$ cat config.mk
export PLATFORM = sky130hd
export DESIGN_NAME = frame_loader_flat
export DESIGN_NICKNAME = d
export VERILOG_FILES = /design/src/rtl/vga_pkg.sv /design/src/rtl/frame_loader_if.sv /design/src/rtl/frame_loader.sv /design/src/flat_wrapper.sv
export SDC_FILE = /design/constraint.sdc
export NUM_CORES = 1
export LEC_CHECK = 0
export CAP_MARGIN = 20
export CORE_UTILIZATION = 46
export DETAILED_ROUTE_END_ITERATION = 7
export HOLD_SLACK_MARGIN = 0.03
export MAX_ROUTING_LAYER = met4
export PLACE_DENSITY = 0.74
export SYNTH_ARGS = -nofsm -noshare
export SYNTH_HDL_FRONTEND = slang
export SYNTH_SLANG_ARGS = --single-unit
$ cat constraint.sdc
create_clock -name clk_25 -period 1.65 [get_ports clk_25]
set_input_delay 0.33 -clock clk_25 [delete_from_list [all_inputs] [get_ports clk_25]]
set_output_delay 0.33 -clock clk_25 [all_outputs]
set_load 0.01 [all_outputs]
$ cat src/rtl/vga_pkg.sv
// Constants and state type shared by the VGA frame-buffer blocks (loader, controller, top level).
package vga_pkg;

   localparam int H_ACTIVE     = 640;
   localparam int V_ACTIVE     = 480;
   localparam int FRAME_PIXELS = H_ACTIVE * V_ACTIVE;
   localparam int ADDR_W       = 19;
   localparam int DATA_W       = 8;

   typedef enum logic [1:0] {
      IDLE = 2'd0,
      LOAD = 2'd1,
      DONE = 2'd2
   } loader_state_t;

endpackage

$ cat src/rtl/frame_loader_if.sv
// Pixel stream (valid/ready) in and frame-memory write port out, as seen by the frame loader.
interface frame_loader_if #(
   parameter int DATA_W = vga_pkg::DATA_W,
   parameter int ADDR_W = vga_pkg::ADDR_W
);

   logic [DATA_W-1:0] s_data;
   logic              s_valid;
   logic              s_ready;
   logic              wr_en;
   logic [ADDR_W-1:0] wr_addr;
   logic [DATA_W-1:0] wr_data;

   modport master (
      output s_data, s_valid,
      input  s_ready, wr_en, wr_addr, wr_data
   );

   modport slave (
      input  s_data, s_valid,
      output s_ready, wr_en, wr_addr, wr_data
   );

endinterface

$ cat src/rtl/frame_loader.sv
// Frame loader: takes one frame of raster-ordered grayscale bytes after a start pulse and
// writes them to the frame memory at addresses 0..H_ACTIVE*V_ACTIVE-1, one cycle after acceptance.
module frame_loader #(
   parameter int H_ACTIVE = vga_pkg::H_ACTIVE,
   parameter int V_ACTIVE = vga_pkg::V_ACTIVE,
   parameter int ADDR_W   = vga_pkg::ADDR_W,
   parameter int DATA_W   = vga_pkg::DATA_W
) (
   input  logic          clk_25,
   input  logic          rst,
   input  logic          start,
   frame_loader_if.slave bus,
   output logic          busy,
   output logic          done
);

   import vga_pkg::*;

   // Raster index y*H_ACTIVE+x is just the running beat count, so no multiplier is needed.
   localparam logic [ADDR_W-1:0] LAST_ADDR = ADDR_W'(H_ACTIVE * V_ACTIVE - 1);

   loader_state_t     state_r;
   logic [ADDR_W-1:0] cnt_r;
   logic              wr_en_r;
   logic [ADDR_W-1:0] wr_addr_r;
   logic [DATA_W-1:0] wr_data_r;
   logic              busy_r;
   logic              done_r;
   logic              ready_s;
   logic              accept_s;

   // Ready depends on state alone; a beat is taken only while loading.
   always_comb begin
      ready_s  = (state_r == LOAD);
      accept_s = ready_s & bus.s_valid;
   end

   // Load FSM, pixel counter and registered write port.
   always_ff @(posedge clk_25) begin
      if (rst) begin
         state_r   <= IDLE;
         cnt_r     <= {ADDR_W{1'b0}};
         wr_en_r   <= 1'b0;
         wr_addr_r <= {ADDR_W{1'b0}};
         wr_data_r <= {DATA_W{1'b0}};
         busy_r    <= 1'b0;
         done_r    <= 1'b0;
      end else begin
         wr_en_r <= 1'b0;
         done_r  <= 1'b0;
         case (state_r)
            IDLE: begin
               if (start) begin
                  state_r <= LOAD;
                  busy_r  <= 1'b1;
                  cnt_r   <= {ADDR_W{1'b0}};
               end
            end
            LOAD: begin
               if (accept_s) begin
                  wr_en_r   <= 1'b1;
                  wr_addr_r <= cnt_r;
                  wr_data_r <= bus.s_data;
                  // The counter stops at the last address so it never wraps inside a frame.
                  if (cnt_r == LAST_ADDR) begin
                     state_r <= DONE;
                     done_r  <= 1'b1;
                  end else begin
                     cnt_r <= cnt_r + ADDR_W'(1);
                  end
               end
            end
            DONE: begin
               state_r <= IDLE;
               busy_r  <= 1'b0;
            end
            default: begin
               state_r <= IDLE;
               busy_r  <= 1'b0;
            end
         endcase
      end
   end

   assign bus.s_ready = ready_s;
   assign bus.wr_en   = wr_en_r;
   assign bus.wr_addr = wr_addr_r;
   assign bus.wr_data = wr_data_r;
   assign busy        = busy_r;
   assign done        = done_r;

endmodule
$ cat src/flat_wrapper.sv
// flat-port wrapper written by rule: the top's interface ports become plain ports
module frame_loader_flat import vga_pkg::*;
#(
   parameter int H_ACTIVE = vga_pkg::H_ACTIVE,
   parameter int V_ACTIVE = vga_pkg::V_ACTIVE,
   parameter int ADDR_W   = vga_pkg::ADDR_W,
   parameter int DATA_W   = vga_pkg::DATA_W
)
  (clk_25, rst, start, busy, done, bus_s_data, bus_s_valid, bus_s_ready, bus_wr_en, bus_wr_addr, bus_wr_data);
  frame_loader_if #(.DATA_W(DATA_W), .ADDR_W(ADDR_W)) bus_i ();
  input  logic clk_25;
  input  logic rst;
  input  logic start;
  output logic busy;
  output logic done;
  input wire logic [$bits(bus_i.s_data)-1:0] bus_s_data;
  input wire logic [$bits(bus_i.s_valid)-1:0] bus_s_valid;
  output wire logic [$bits(bus_i.s_ready)-1:0] bus_s_ready;
  output wire logic [$bits(bus_i.wr_en)-1:0] bus_wr_en;
  output wire logic [$bits(bus_i.wr_addr)-1:0] bus_wr_addr;
  output wire logic [$bits(bus_i.wr_data)-1:0] bus_wr_data;
  assign bus_i.s_data = bus_s_data;
  assign bus_i.s_valid = bus_s_valid;
  assign bus_s_ready = bus_i.s_ready;
  assign bus_wr_en = bus_i.wr_en;
  assign bus_wr_addr = bus_i.wr_addr;
  assign bus_wr_data = bus_i.wr_data;
  frame_loader #(.H_ACTIVE(H_ACTIVE), .V_ACTIVE(V_ACTIVE), .ADDR_W(ADDR_W), .DATA_W(DATA_W)) u_core (.clk_25(clk_25), .rst(rst), .start(start), .bus(bus_i), .busy(busy), .done(done));
endmodule
==> results.py, run 1 <==
metrics = {
    "outcome": {
        "status": "finished clean",
    },
    "cells_and_area": {
        "n_antenna_cell": 0,
        "fin_area_um2": 3230,
        "fill_cells": 400,
        "syn_to_final_growth_pct": 43.9,
        "final_cells": 423,
        "mostFrequentLayoutCell": "nand2_1",
        "final_cell_mix": "65 x nand2_1, 50 x buf_4, 40 x clkdlybuf4s50_1",
        "drive_gt1_frac": 0.264,
        "num-nets-final": 368,
    },
    "pwr": {
        "ir_drop_mv": 0.426,
        "pwr_density_cell_nw_per_um2": 677,
        "combPwrFrac": 0.109,
        "swShare": 0.243,
        "p_switching_uw": 531,
        "p_leak_uw": 0.00122,
        "clkPwrFrac": 0.319,
        "seq_power_share": 0.572,
        "p_int_uw": 1660,
    },
    "synthesis": {
        "synth_largest_area_cell": "dfxtp_1",
        "ys_ff_latch": 51,
        "synth_flop_cell": "dfxtp_1",
        "avgSynthCellArea_um2": 8.25,
        "ys_warn_count": 0,
        "synthTopCellsByArea": "dfxtp_1 45%, nand2_1 11%, a21oi_1 8.5%",
        "async_flop_share": 0,
        "yosysSeqAreaShare": 0.455,
        "netlist_instances": 272,
        "netlist_area_um2": 2240,
        "synth_edf_count": 0,
        "yosysTopAreaCellShare": 0.455,
        "syn-num-nets": 285,
        "synth_cell_types": 48,
    },
    "placed_design": {
        "place_inst": 411,
        "pre_cts_ws_ns": -0.227,
        "finalWeightedCongestion": 0.997,
        "dp_hpwl_um": 4130,
        "dpl_cell_area_um2": 3030,
        "port_buffers": 42,
    },
    "detailed_routing": {
        "drc": 0,
        "wire_per_inst_um": 13.8,
        "vias": 2263,
        "antenna_left": 0,
        "drt_iter0_drc": 190,
        "dr.pass1.iters": 5,
        "routed_wl_um": 5840,
        "avgViaCountPerCell": 5.35,
    },
    "setup_path": {
        "path_max_fanout": 5,
        "r2r_start": "u_core.cnt_r[2]",
        "cp_top_family": "simple AND/OR/NAND/NOR gates",
        "reg2reg_to": "u_core.cnt_r[15]",
        "rrSetupSlack_ns": 0.02,
        "cp_slowest_cell": "or4_4",
        "path_class": "register to register",
        "cp-start-kind": "register",
        "crit_required_ns": 1.86,
        "path_cells": "nand4_1, or4_4, nor3_4, xnor2_2, o21ai_2",
        "cp.arrival_ns": 1.84,
        "end_kind": "register",
        "r2r_cells": 5,
        "slowest_delay_ns": 0.51,
        "critPathBufInv": 0,
    },
    "die": {
        "row_count": 25,
        "coreArea_um2": 4720,
        "pin_count": 43,
        "initial_core_util": 0.475,
        "die_y_um": 71.9,
        "die_area_um2": 5160,
        "die_width_um": 71.9,
    },
    "min_path": {
        "hold_class": "input pin to register",
        "hp-start": "bus_s_valid",
        "hold_depth": 4,
        "worstHoldEndpoint": "u_core.state_r[0]",
    },
    "cts": {
        "ctsHtreeMaxLevel": 2,
        "clkTransAtPathRegs_ns": 0.09,
        "clockRootBuffer": "clkbuf_8",
        "cts_tree": "built",
        "cts.sink_count": 51,
        "worstSkewPairLatency_ns": 0.30,
        "cts_buffer_depth": 2,
        "numCtsBuffers": 5,
    },
    "global_route": {
        "track_usage": 0.240,
        "grt_start_max_net_pins": 30,
        "grt_pass1_vias": 1993,
        "antenna_found_initial": 0,
        "grt_pass1_wl_um": 9340,
        "overflow": 0,
    },
    "timing": {
        "drv_slew": 0,
        "final_hold_viol_count": 0,
        "fin_worst_skew_ns": 0.00972,
        "grt_setup_unrepaired": "yes",
        "finalCriticalPeriod_ns": 1.63,
        "period_share": 0.987,
        "worst_pin_slew_ns": 0.308,
        "timing.fmax_ghz": 0.614,
        "fin_ws_ns": 0.0219,
        "slew_headroom": 0.795,
        "setup_violations": 0,
    },
    "job": {
        "cap_violations": 0,
    },
}
## per-layer routing
metal,vias up,global-route usage,part of all wire
li1,1129,-,-
met1,1047,0.312,0.44
met2,80,0.370,0.50
met3,7,0.0366,0.052
met4,0,0.105,0.014
met5,-,-,0
## flip-flops by register name, indices dropped and copies added (netlist names)
signal              cells
u_core.bus.wr_en        1
u_core.bus.wr_addr     19
u_core.cnt_r           19
u_core.busy             1
u_core.state_r          2
u_core.done             1
u_core.bus.wr_data      8
## worst max path at each step
stage	startpoint	end	slack, ns	depth (start not counted)
3_5_place_dp	bus_s_valid	u_core.cnt_r[18]	-0.23	6
6_report	u_core.cnt_r[2]	u_core.cnt_r[15]	0.02	5
5_1_grt	u_core.cnt_r[2]	u_core.cnt_r[15]	-0.02	5
2_1_floorplan	u_core.cnt_r[1]	u_core.cnt_r[12]	0.01	8
4_1_cts	u_core.cnt_r[1]	u_core.cnt_r[11]	0.003	6
3_3_place_gp	bus_s_valid	u_core.cnt_r[18]	-0.17	6
## stage by stage
step                       util  hold slack, ns  power (uW)  TNS, ns
after floorplan               -           0.458        1380        0
after global placement    0.641           0.442        1510    -2.49
after detailed placement  0.641           0.440        1510    -3.64
after CTS                 0.662           0.457        2200        0
after global routing      0.684           0.477        2270  -0.0659
final                     0.684           0.435        2190        0
## power groups by stage
stage	sequential [uW]	combinational, uW	clock, uW
after floorplan	1290	97.2	0
after global placement	1280	224	0
after detailed placement	1280	227	0
after CTS	1250	228	716
after global routing	1250	256	758
final	1250	239	698
## Yosys cell counts (2+ instances only)
master and number:
buf_4 2, o21ai_0 8, nor3_1 5, a31oi_1 2, nor2_1 7, nand2_1 65, and4_1 2, clkbuf_1 9
o211a_1 2, a311oi_1 6, nand4_1 8, nor2b_1 2, and3_1 4, dfxtp_1 51, nand2b_1 5, buf_6 2
inv_1 6, nand3_1 7, o21ai_1 4, or3_1 2, a41oi_1 2, a211oi_1 4, buf_2 5, a21oi_1 38
## cells by family (layout without fill, tap and decap cells)
logic type      Yosys count  in the layout  synth area share
compound gates           76             76             0.212
xor+xnor                  1              1           0.00390
fa+ha+maj                 1              1           0.00557
buf+inv                  25            109            0.0546
flops                    51             51             0.455
mux                       1              1           0.00446
simple gates            117            117             0.265
## layout make-up
type | count | area (um^2) | share of cell area
clock buffers | 7 | 76.3 | 0.0236
inverters | 7 | 26.3 | 0.00814
well taps | 67 | 83.8 | 0.0260
flip-flops and latches | 51 | 1040 | 0.322
clock inverters | 1 | 5.00 | 0.00155
repair buffers | 94 | 828 | 0.256
multi-input cells | 196 | 1170 | 0.362
## what timing repair did
item | in CTS | in global routing
gates resized for setup | 6 | 27
setup buffers | 1 | 3
hold buffers | 0 | 0
pin swaps | 1 | 4
cloned | 0 | 0
endpoints found under the setup margin | 8 | 19
## worst reg2reg max path, cell delays in order, from the launching register on
cell     delay (ns)
dfxtp_1        0.45
nand4_1        0.20
or4_4          0.51
nor3_4         0.17
xnor2_2        0.14
o21ai_2        0.06
(Power assumes the default switching activity.)
==> run 2: changes to the inputs <==
--- a/config.mk
+++ b/config.mk
@@ -11,6 +11,7 @@
 export HOLD_SLACK_MARGIN = 0.03
 export MAX_ROUTING_LAYER = met4
 export PLACE_DENSITY = 0.74
+export SETUP_SLACK_MARGIN = 0.1
 export SYNTH_ARGS = -nofsm -noshare
 export SYNTH_HDL_FRONTEND = slang
 export SYNTH_SLANG_ARGS = --single-unit
==> run 2 against run 1 <==
Cell count increased by 0.95%. Fmax decreased by 1.0%. Critical path depth unchanged. Die area unchanged. Count of clock-buffer cells in the layout decreased by 1. Non-clock buffer count increased by 4. Critical path type unchanged.
==> results.py, run 2 (same netlist as run 1, synthesis figures left out) <==
metrics = {
    "outcome": {
        "status": "finished clean",
    },
    "cells_and_area": {
        "num-nets-final": 372,
        "final_util": 0.719,
        "fin_area_um2": 3400,
        "fill_cells": 364,
        "final_cell_mix": "65 x nand2_1, 50 x buf_4, 37 x dfxtp_1",
        "syn_to_final_growth_pct": 51.3,
        "drive_gt1_frac": 0.322,
        "mostFrequentLayoutCell": "nand2_1",
        "final_cells": 427,
        "n_antenna_cell": 0,
    },
    "global_route": {
        "grt_start_max_net_pins": 28,
        "antenna_found_initial": 0,
        "grt_pass1_vias": 2055,
        "overflow": 0,
        "track_usage": 0.250,
        "grt_pass1_wl_um": 9750,
    },
    "placed_design": {
        "dp_hpwl_um": 4090,
        "place_inst": 411,
        "dpl_cell_area_um2": 3050,
        "pre_cts_ws_ns": -0.206,
        "finalWeightedCongestion": 0.927,
        "port_buffers": 42,
    },
    "cts": {
        "clkTransAtPathRegs_ns": 0.09,
        "numCtsBuffers": 5,
        "clockRootBuffer": "clkbuf_8",
        "cts_tree": "built",
        "ctsHtreeMaxLevel": 2,
        "worstSkewPairLatency_ns": 0.30,
        "cts.sink_count": 51,
        "cts_buffer_depth": 2,
    },
    "pwr": {
        "ir_drop_mv": 0.530,
        "pwr_density_cell_nw_per_um2": 649,
        "p_leak_uw": 0.00148,
    },
    "detailed_routing": {
        "routed_wl_um": 6210,
        "drc": 0,
        "wire_per_inst_um": 14.6,
        "vias": 2288,
        "antenna_left": 0,
        "avgViaCountPerCell": 5.36,
        "drt_iter0_drc": 197,
        "dr.pass1.iters": 4,
    },
    "die": {
        "pin_count": 43,
        "die_area_um2": 5160,
        "initial_core_util": 0.475,
        "row_count": 25,
        "coreArea_um2": 4720,
        "die_y_um": 71.9,
        "die_width_um": 71.9,
    },
    "timing": {
        "slew_headroom": 0.816,
        "final_hold_viol_count": 0,
        "setup_violations": 0,
        "worst_pin_slew_ns": 0.275,
        "fin_worst_skew_ns": 0.00230,
        "grt_setup_unrepaired": "yes",
        "drv_slew": 0,
        "fin_ws_ns": 0.00497,
        "finalCriticalPeriod_ns": 1.65,
        "timing.fmax_ghz": 0.608,
        "period_share": 0.997,
    },
    "setup_path": {
        "r2r_start": "u_core.cnt_r[1]",
        "cp_top_family": "simple AND/OR/NAND/NOR gates",
        "critPathBufInv": 1,
        "path_cells": "buf_4, nand4_1, or4_4, or3_1, o21ai_1",
        "reg2reg_to": "u_core.cnt_r[13]",
        "end_kind": "register",
        "cp.depth": 5,
        "r2r_cells": 5,
        "rrSetupSlack_ns": 0.005,
        "cp.arrival_ns": 1.89,
        "cp-start-kind": "register",
        "path_max_fanout": 5,
        "slowest_delay_ns": 0.52,
        "cp_slowest_cell": "or4_4",
        "crit_required_ns": 1.89,
        "path_class": "register to register",
    },
    "min_path": {
        "worstHoldEndpoint": "u_core.busy",
        "hold_class": "register to register",
        "hp-start": "u_core.busy",
        "hold_depth": 2,
    },
    "job": {
        "cap_violations": 0,
    },
}
## run 2: cell count changes in the layout (fill, tap and decap cells not counted), sizes merged
cell           previous run  this run
clkdlybuf4s50            40        28
dlymetal6s2s              1        13
buf                      52        56
clkbuf                    7         6
clkinvlp                  0         1
## run 2: layout make-up
cell class / count / area, um^2 / share of cell area
tap: 67 / 83.8 / 0.0247
inverter: 7 / 26.3 / 0.00774
sequential: 51 / 1050 / 0.310
clock buffer: 6 / 72.6 / 0.0214
timing repair buffer: 98 / 903 / 0.266
clock inverter: 2 / 12.5 / 0.00368
multi-input combinational: 196 / 1240 / 0.366
## run 2: per-stage QoR
step,hold WS (ns),setup TNS [ns],total power (uW)
6_report,0.450,0,2200
5_1_grt,0.474,-0.0574,2290
4_1_cts,0.456,0,2200
3_5_place_dp,0.443,-3.05,1510
3_3_place_gp,0.439,-2.43,1500
2_1_floorplan,0.458,0,1390
## run 2: layer usage
metal | GRT usage | vias up | part of all wire
met5 | - | - | 0
met4 | 0.0959 | 0 | 0.019
met3 | 0.0534 | 9 | 0.044
met2 | 0.403 | 63 | 0.50
met1 | 0.308 | 1082 | 0.44
li1 | - | 1134 | -
## run 2: worst max-delay path by stage
stage	endpoint	from	slack, ns
after global placement	u_core.cnt_r[14]	bus_s_valid	-0.14
final	u_core.cnt_r[13]	u_core.cnt_r[1]	0.005
after global routing	u_core.cnt_r[15]	u_core.cnt_r[0]	-0.02
after detailed placement	u_core.cnt_r[17]	bus_s_valid	-0.21
after CTS	u_core.cnt_r[13]	u_core.cnt_r[0]	0.05
after floorplan	u_core.cnt_r[12]	u_core.cnt_r[1]	0.1
## run 2: repair_timing
item,in CTS,in global routing
gates resized for setup,20,52
hold buffers,0,0
cloned,0,0
pin swaps,4,9
endpoints found under the setup margin,19,51
setup buffers,4,4
## run 2: power breakdown
group	switching (uW)	internal (uW)
logic	127	118
clock network	416	297
registers	9.87	1240
## run 2: worst reg2reg max path, cell delays in order (launching register included)
cell and delay, ns:
dfxtp_2 0.36, buf_4 0.13, nand4_1 0.17, or4_4 0.52, or3_1 0.34, o21ai_1 0.07
